`src/rtl/sd_rr_fifo_sched.sv`:
```
// Round-robin drain scheduler: grants one source FIFO at a time for up to
// `burst` words, then rotates priority; output word held in a single register.
module sd_rr_fifo_sched #(
   parameter  int unsigned inputs = 4,
   parameter  int unsigned width  = 8,
   parameter  int unsigned burst  = 4,
   localparam int unsigned isz    = $clog2(inputs),
   localparam int unsigned bsz    = $clog2(burst + 1)
) (
   input  logic                    clk,
   input  logic                    reset_n,
   input  logic [inputs-1:0]       c_srdy,
   output logic [inputs-1:0]       c_drdy,
   input  logic [inputs*width-1:0] c_data,
   output logic                    p_srdy,
   input  logic                    p_drdy,
   output logic [width-1:0]        p_data,
   output logic [isz-1:0]          p_grant
);

   typedef enum logic {
      ST_IDLE  = 1'b0,
      ST_GRANT = 1'b1
   } state_e;

   state_e           state_q;
   logic [isz-1:0]   g_q;
   logic [isz-1:0]   ptr_q;
   logic [bsz-1:0]   cnt_q;
   logic             p_srdy_q;
   logic [width-1:0] p_data_q;
   logic [isz-1:0]   p_grant_q;

   logic             out_rdy;
   logic             xfer_in;
   logic             arb_found;
   logic [isz-1:0]   arb_idx;
   logic [isz:0]     arb_scan;
   logic [isz-1:0]   g_next;
   logic [bsz-1:0]   cnt_inc;
   logic             burst_done;
   logic [width-1:0] sel_data;

   assign out_rdy    = ~p_srdy_q | p_drdy;
   assign xfer_in    = (state_q == ST_GRANT) & c_srdy[g_q] & out_rdy;
   assign g_next     = (g_q == isz'(inputs - 1)) ? '0 : g_q + isz'(1);
   assign cnt_inc    = cnt_q + bsz'(1);
   assign burst_done = (cnt_inc == bsz'(burst));

   // First requester at or after ptr_q, wrapping at inputs-1.
   always_comb begin
      arb_found = 1'b0;
      arb_idx   = '0;
      arb_scan  = '0;
      for (int unsigned k = 0; k < inputs; k++) begin
         arb_scan = {1'b0, ptr_q} + (isz+1)'(k);
         if (arb_scan >= (isz+1)'(inputs))
            arb_scan = arb_scan - (isz+1)'(inputs);
         if (!arb_found && c_srdy[arb_scan[isz-1:0]]) begin
            arb_found = 1'b1;
            arb_idx   = arb_scan[isz-1:0];
         end
      end
   end

   always_comb begin
      sel_data = '0;
      for (int unsigned i = 0; i < inputs; i++)
         if (g_q == isz'(i))
            sel_data = c_data[i*width +: width];
   end

   // At most one accept bit, only for the granted source.
   always_comb begin
      c_drdy = '0;
      if (state_q == ST_GRANT)
         c_drdy[g_q] = out_rdy;
   end

   always_ff @(posedge clk or negedge reset_n) begin
      if (!reset_n) begin
         state_q   <= ST_IDLE;
         g_q       <= '0;
         ptr_q     <= '0;
         cnt_q     <= '0;
         p_srdy_q  <= 1'b0;
         p_data_q  <= '0;
         p_grant_q <= '0;
      end else begin
         p_srdy_q <= xfer_in | (p_srdy_q & ~p_drdy);
         if (xfer_in) begin
            p_data_q  <= sel_data;
            p_grant_q <= g_q;
         end
         case (state_q)
            ST_IDLE: begin
               if (arb_found) begin
                  g_q     <= arb_idx;
                  cnt_q   <= '0;
                  state_q <= ST_GRANT;
               end
            end
            ST_GRANT: begin
               if (xfer_in) begin
                  cnt_q <= cnt_inc;
                  if (burst_done) begin
                     state_q <= ST_IDLE;
                     ptr_q   <= g_next;
                  end
               end else if (!c_srdy[g_q] && out_rdy) begin
                  // Source went empty with the output free: give up the grant.
                  state_q <= ST_IDLE;
                  ptr_q   <= g_next;
               end
            end
            default: state_q <= ST_IDLE;
         endcase
      end
   end

   assign p_srdy  = p_srdy_q;
   assign p_data  = p_data_q;
   assign p_grant = p_grant_q;

endmodule

```
`config.mk`:
```
export PLATFORM = sky130hd
export DESIGN_NAME = sd_rr_fifo_sched
export DESIGN_NICKNAME = d
export VERILOG_FILES = /design/src/rtl/sd_rr_fifo_sched.sv
export SDC_FILE = /design/constraint.sdc
export NUM_CORES = 1
export LEC_CHECK = 0
export ABC_AREA = 1
export CAP_MARGIN = 20
export CORE_AREA = 2 2 80 82
export CTS_CLUSTER_DIAMETER = 60
export DETAILED_ROUTE_END_ITERATION = 7
export DIE_AREA = 0 0 82 84
export DONT_BUFFER_PORTS = 1
export PLACE_DENSITY = 0.35
export SYNTH_ARGS = -nofsm -noshare
export SYNTH_HDL_FRONTEND = slang
export SYNTH_SLANG_ARGS = --single-unit
```
`constraint.sdc`:
```
create_clock -name clk -period 2.5 [get_ports clk]
set_input_delay 0.25 -clock clk [delete_from_list [all_inputs] [get_ports clk]]
set_output_delay 0.25 -clock clk [all_outputs]
set_load 0.02 [all_outputs]
```
### Word-level counts from Yosys, hierarchy flattened

Index checks and enable logic that the tools add are counted.

| operators by class | value |
|---|---|
| shifts and indexed selects | 0 |
| multiply operators | 0 |
| bitwise logic cells | 9 |
| $add $sub $neg | 9 |
| equality and inequality tests | 7 |
| reductions and logical operators | 14 |
| muxes and demuxes | 41 |
| div/mod/pow operators | 0 |
| $lt $le $gt $ge | 10 |

Operators by type and width:

| kind | number |
|---|---|
| $mux 8 | 4 |
| $mux 2 | 12 |
| $lt 2x3->1 const B | 5 |
| $mux 1 | 14 |
| $bmux 1 s2 | 5 |
| $ge 3x3->1 const B | 3 |
| $sub 2x1->2 const B | 4 |
| $add 2x2->3 const B | 2 |
| $mux 3 | 2 |
| $pmux 3 s2 | 1 |
| $logic_and 1x1->1 | 5 |
| $and 4x4->4 | 1 |
| $eq 2x2->1 const B | 2 |
| $logic_not 1->1 | 4 |
| $mux 4 | 1 |
| $ne 2x1->1 const B | 2 |
| $reduce_and 2->1 | 2 |
| $add 2x1->3 const B | 1 |
| $add 3x1->3 const B | 1 |
| $and 1x1->1 | 3 |
| $eq 3x3->1 const B | 1 |
| $ge 2x3->1 const B | 1 |
| $not 1->1 | 3 |
| $reduce_and 3->1 | 1 |
| 9 further kinds | 10 |

| storage, ports and cells | value |
|---|---|
| memories | 0 |
| register bits | 19 |
| input port bits | 39 |
| output and inout bits | 15 |
| word-level logic and storage cells | 97 |
| memory bits (read-only) | 0 |
| RAM bits | 0 |
| latch bits | 0 |

### Logic depth before layout (Yosys ltp)

Gate-level depths: netlist (run 1).

| logic depth | value |
|---|---|
| depth in word-level cells | 16 |
| gate-level depth with buffers | 11 |
| mapped depth without buffers | 11 |

### Worst setup path before layout (run 1)

OpenSTA, ideal clock, no wires.

| timing | value |
|---|---|
| kind | reg2out |
| start point | reg g_q[0] |
| end point | out c_drdy[2] |
| required time | 2.250 ns |
| setup slack | 0.812 ns |
| buffers on the path | 2 |
| cell stages (with the launch flop) | 7 |
| data arrival time | 1.438 ns |
| cells stage by stage | dfrtp_1 inv_2 ha_1 clkbuf_1 buf_2 nand2_1 nor2_1 |

| on the way | value |
|---|---|
| word-level cells in the longest chain between the ends | 6 |

Ends and longest elaborated chain:

| item | RTL line | text |
|---|---|---|
| start, declared | 27 | `logic [isz-1:0] g_q;` |
| start signal, assigned | 98 | `g_q <= arb_idx;` |
| $lt 2x3->1 (implied by the code) or $ge 2x1->1 (tied branches) | 77 | `c_drdy[g_q] = out_rdy;` |
| $logic_and 1x1->1 (implied by the code) | 77 |  |
| $mux 1 (implied by the code) | 77 |  |
| $demux 1 s2 (*) | 77 |  |
| $and 4x4->4 (no source line) (*) | - |  |
| $mux 4 (*) | 76 | `if (state_q == ST_GRANT)` |
| end, declared | 13 | `output logic [inputs-1:0] c_drdy,` |

Mark *: on every way between the ends. The rest lies on a longest branch, timed or not.

### Final worst setup path (run 1)

| timing | value |
|---|---|
| start point | reg g_q[1] |
| end point | reg p_data_q[1], in the netlist p_data[1] |

| on the way | value |
|---|---|
| word-level cells in the longest chain between the ends | 5 |

Ends and longest elaborated chain:

| item | RTL line | text |
|---|---|---|
| $logic_not 2->1 | 69 | `if (g_q == isz'(i))` |
| $mux 8 (4 in series) | 69 |  |
| end signal, assigned | 92 | `p_data_q <= sel_data;` |
| end, declared | 31 | `logic [width-1:0] p_data_q;` |

Parallel ways exist; a longest one is shown, timed or not. The select of a mux whose other input is x is not followed.
A chain may end at the register's enable or synchronous reset.

==> impl_metrics.toml, run 1 <==
[outcome]
status = "completed"

[clock_tree]
numClockSinks = 19
clockBufferDepth = 2
cts_root_buffer = "clkbuf_8"
post_cts_buffers = 0
clk_latency_ns = 0.26
cts_tree = "done"
ctsHtreeMaxLevel = 1
cts_made_buffers = 3
path_clk_slew_ns = 0.08

[sta]
fin_tns_setup_ns = 0
fmax_ghz = 0.521
slew_violations = 0
setup_violations = 0
hold_violations = 0
finalCritPeriodShare = 0.768
layout_setup_ws_ns = 0.580
clock_skew_ns = 0.00694
tightestPinTransition_ns = 0.930
whs_ns = 0.174
rsz0062_at_grt = "false"
maxSlewHeadroom = 0.378
period_minus_slack_ns = 1.92

[power]
vdd_ir_drop_max_v = 0.000307
total_power_mw = 2.26
p_leak_nw = 0.825
p_per_area_nw_per_um2 = 1410

[setup_path]
arrival_ns = 2.11
path_max_fanout = 10
critPathCaptureType = "flip-flop"
startpoint_type = "flip-flop"
worstPathRequired_ns = 2.69
worst-setup-path-type = "reg -> reg"

[drt]
wirelength_um = 4050
viasPerCell = 4.46
ant_nets = 0
drc = 0
drt-pass1-iter-count = 4
avgRoutedWirePerCell_um = 14.0
dr_total_vias = 1294
drt_iter0_markers = 34

[logic_synthesis]
synth_cell_types = 25
synth_top_area_frac = 0.323
yosysWarnings = 0
syn_area_um2 = 1470
async_flop_share = 1.00
synth_top_cell_by_area = "dfrtp_1"
synth_edf_count = 0
syn_inst = 211
syn_nets = 256
synth.avg_cell_area_um2 = 6.97
synth_area_leaders = "dfrtp_1 (32%), nand2_1 (16%), o21ai_0 (7.1%)"
yosysSeqAreaShare = 0.323
synth_ff_type = "dfrtp_1"
ys_ff_latch = 19

[place]
placedCellCount = 285
placed_area_um2 = 1550
pre_cts_ws_ns = 0.534
gp_congestion = 0.739
port-buffer-count = 0
place_hpwl_um = 3150

[die]
initial_core_util = 0.241
core_area_um2 = 6100
die_x_um = 82
ioPinCount = 54
die_area_um2 = 6890
rows = 29
die_h_um = 84

[grt]
grt_max_degree = 20
overflow = 0
antenna_found_initial = 0
grt_pass1_vias = 1305
grt_usage = 0.128
grt_pass1_wl_um = 6640

[min_path]
hold_class = "in -> reg"

[flow_run]
maxCapViolCount = 0

[cells_and_area]
antennaDiodeCount = 0
layout-drive-gt1-share = 0.150
area_growth_pct = 9.19
design_area_um2 = 1610
nets = 259
stdcell_count = 290
fin_util = 0.263
final timing paths:
kind	startpoint	endpoint	slack, ns	depth (start not counted)
max	g_q[1]	p_data[1]	0.58	7
min	c_data[30]	p_data[6]	0.17	2
max reg2reg	g_q[1]	p_data[1]	0.58	7
min reg2reg	cnt_q[0]	cnt_q[0]	0.49	1
max in group asynchronous	reset_n	g_q[1]	1.36	1
min in group asynchronous	reset_n	p_data[0]	0.57	1
registers in the layout (all words and copies together) (netlist names):
name	flops
ptr_q	2
state_q	1
g_q	2
p_grant	2
p_srdy	1
cnt_q	3
p_data	8
cell families (layout without fill, tap and decap cells):
family	Yosys count	count (layout)	share of synthesized area
and+or+nand+nor	107	107	0.356
adders and majority gates	6	6	0.0511
buffers and inverters	34	36	0.0962
DFF	19	19	0.323
AOI/OAI and AO/OA	45	45	0.174
cell usage after synthesis, types with 4 or more instances:
library cell,number
a21oi_1,9
a22oi_1,8
dfrtp_1,19
ha_1,6
inv_1,21
inv_2,7
nand2_1,61
nand2_2,7
nand2_4,5
nand3_1,11
nor2_1,17
o21ai_0,21
o21ai_1,4
final cells by class:
class / count / area (um2)
clock buffer: 3 / 41.3
multi-input combinational: 158 / 853
tap: 77 / 96.3
timing repair buffer: 3 / 25.0
inverter: 29 / 109
clock inverter: 1 / 5.00
fill: 699 / 4490
sequential: 19 / 475
critical path: stages, from the launching register on:
cell and delay [ns]:
dfrtp_1 0.42, inv_1 0.11, ha_1 0.33, nor2_1 0.48, nand2_1 0.10, a22oi_1 0.16
o21ai_0 0.10, o21ai_0 0.16
report_power, final:
part / switching, mW / internal (mW) / total [mW]
registers: 0.252 / 0.455 / 0.707
logic: 0.889 / 0.444 / 1.33
clock network: 0.114 / 0.111 / 0.225
total: 1.25 / 1.01 / 2.26
layout by cell type (no fill, tap or decap):
cell,netlist,routed
a21oi_1,9,9
buf_4,1,2
nand4_1,1,1
dfrtp_1,19,19
o21ai_1,4,4
o21ai_2,2,2
o21ai_0,21,21
nand2_1,61,61
ha_1,6,6
nor2_1,17,17
nand3_2,2,2
nand3_1,11,11
clkinv_1,1,1
nand2_4,5,5
a21boi_0,1,1
nand2_2,7,7
dlygate4sd3_1,0,1
nor2_8,1,1
nor2_4,1,1
clkinv_2,0,1
inv_1,21,21
inv_2,7,7
nand3_4,1,1
clkbuf_8,0,3
a22oi_1,8,8
layer usage:
| layer | up-vias | track usage | wire length (um) |
|---|---|---|---|
| met5 | - | 0 | 0 |
| met4 | 0 | 0.0318 | 39 |
| met3 | 2 | 0.0335 | 162 |
| met2 | 33 | 0.208 | 1980 |
| met1 | 580 | 0.166 | 1870 |
| li1 | 679 | - | - |
what timing repair did:
item / CTS / global route
hold buffers: 1 / 0
hold endpoints to repair: 19 / 0
resized for setup: 0 / 0
Power figures use the tool's default switching activity.
==> run 2: changes to the inputs <==
--- a/config.mk
+++ b/config.mk
@@ -12,7 +12,7 @@
 export DETAILED_ROUTE_END_ITERATION = 7
 export DIE_AREA = 0 0 82 84
 export DONT_BUFFER_PORTS = 1
-export PLACE_DENSITY = 0.35
+export PLACE_DENSITY = 0.36
 export SYNTH_ARGS = -nofsm -noshare
 export SYNTH_HDL_FRONTEND = slang
 export SYNTH_SLANG_ARGS = --single-unit
==> constraint.sdc (replaced) <==
create_clock -name clk -period 1.58 [get_ports clk]
set_input_delay 0.158 -clock clk [delete_from_list [all_inputs] [get_ports clk]]
set_output_delay 0.158 -clock clk [all_outputs]
set_load 0.02 [all_outputs]
==> impl_metrics.toml, run 2 (synthesized netlist as in run 1, its figures left out) <==
[drt]
drt-pass1-iter-count = 4
wirelength_um = 4280
drt_iter0_markers = 65
avgRoutedWirePerCell_um = 13.5
ant_nets = 0
dr_total_vias = 1417
viasPerCell = 4.47
drc = 0

[die]
die_area_um2 = 6890
core_area_um2 = 6100
die_h_um = 84
rows = 29
initial_core_util = 0.241
ioPinCount = 54
die_x_um = 82

[sta]
setup_violations = 0
rsz0062_at_grt = "true"
fin_tns_setup_ns = 0
fmax_ghz = 0.651
hold_violations = 0
whs_ns = 0.0583
clock_skew_ns = 0.00976
finalCritPeriodShare = 0.972
tightestPinTransition_ns = 0.944
slew_violations = 0
maxSlewHeadroom = 0.368
period_minus_slack_ns = 1.54

[place]
placedCellCount = 305
gp_congestion = 0.825
place_hpwl_um = 3300
port-buffer-count = 0

[setup_path]
r2r_setup_slack_ns = 0.05
cp.buffers_inverters = 2
path_max_fanout = 7
critPathCaptureType = "output pin"
r2r.worst_path.cells = 11
rr_startpoint = "ptr_q[0]"
worstPathRequired_ns = 1.42
worst-setup-path-type = "reg -> out"
crit_chain = "inv_4, ha_4, buf_6, nand2_2, nor2_4"
slowest_delay_ns = 0.47
crit_slowest_cell = "dfrtp_2"
reg2reg_to = "cnt_q[1]"
arrival_ns = 1.38
startpoint_type = "flip-flop"
cp_top_family = "flip-flops"

[min_path]
hold_class = "in -> reg"
min_path_cells = 2
hold_path.startpoint = "c_data[29]"
holdPathEnd = "p_data[5]"

[power]
vdd_ir_drop_max_v = 0.000552
p_per_area_nw_per_um2 = 2340
p_leak_nw = 1.01

[cells_and_area]
layout_commonest_cell = "nand2_1"
fill_cells = 673
final_cell_mix = "nand2_1 (52), buf_4 (20), inv_1 (18)"
antennaDiodeCount = 0
area_growth_pct = 39.4
nets = 286
largest_reg_flops = 8
layout-drive-gt1-share = 0.379
stdcell_count = 317
fin_util = 0.336

[clock_tree]
ctsHtreeMaxLevel = 1
cts_root_buffer = "clkbuf_8"
cts_made_buffers = 3
path_clk_slew_ns = 0.08
clockBufferDepth = 2
cts_tree = "done"
clk_latency_ns = 0.27
numClockSinks = 19

[grt]
overflow = 0
grt_max_degree = 20
grt_usage = 0.133
antenna_found_initial = 0
grt_pass1_wl_um = 7110
grt_pass1_vias = 1482

[flow_run]
maxCapViolCount = 0

[outcome]
status = "completed"
-- run 2: worst max path at each step --
stage | cells past startpoint | endpoint | startpoint
final | 5 | c_drdy[2] | g_q[0]
after global routing | 9 | p_data[0] | g_q[0]
after CTS | 5 | c_drdy[2] | g_q[0]
after detailed placement | 9 | p_data[7] | g_q[0]
after global placement | 9 | p_data[7] | g_q[0]
after floorplan | 8 | p_data[7] | g_q[1]
-- run 2: area by class of cell --
type                            count  area (um2)  area share
Multi-Input combinational cell    158        1010       0.495
Sequential cell                    19         478       0.233
Timing Repair Buffer               30         293       0.143
Inverter                           29         121      0.0592
Tap cell                           77        96.3      0.0470
Clock buffer                        3        41.3      0.0201
Clock inverter                      1        5.00     0.00244
-- run 2: timing repair --
item                                   4_1_cts  5_1_grt
buffers inserted                             2        4
setup endpoints to repair                    6       21
hold buffers                                 1        0
pin swaps                                    0       18
endpoints found under the hold margin       19        0
gates cloned                                 0        1
gates resized for setup                      3       65
-- run 2: routing by layer --
layer  wire length [um]  track usage
met5                  0            0
met4                 64       0.0439
met3                218       0.0195
met2               1990        0.207
met1               2010        0.185
-- run 2: through the flow --
| stage | instance area (um2) | power, mW | setup slack, ns |
|---|---|---|---|
| 2_1_floorplan | 1470 | 2.82 | 0.0158 |
| 3_3_place_gp | 1710 | 3.72 | -0.0261 |
| 3_5_place_dp | 1710 | 3.67 | -0.0123 |
| 4_1_cts | 1810 | 4.15 | -0.0111 |
| 5_1_grt | 2050 | 5.29 | -0.0454 |
| 6_report | 2050 | 4.80 | 0.0439 |
-- run 2: where the power goes --
group	internal, mW	leakage (nW)	switching [mW]
Clock	0.176	0.0255	0.185
Combinational	1.48	0.748	1.88
Sequential	0.726	0.235	0.349
Total	2.39	1.01	2.41
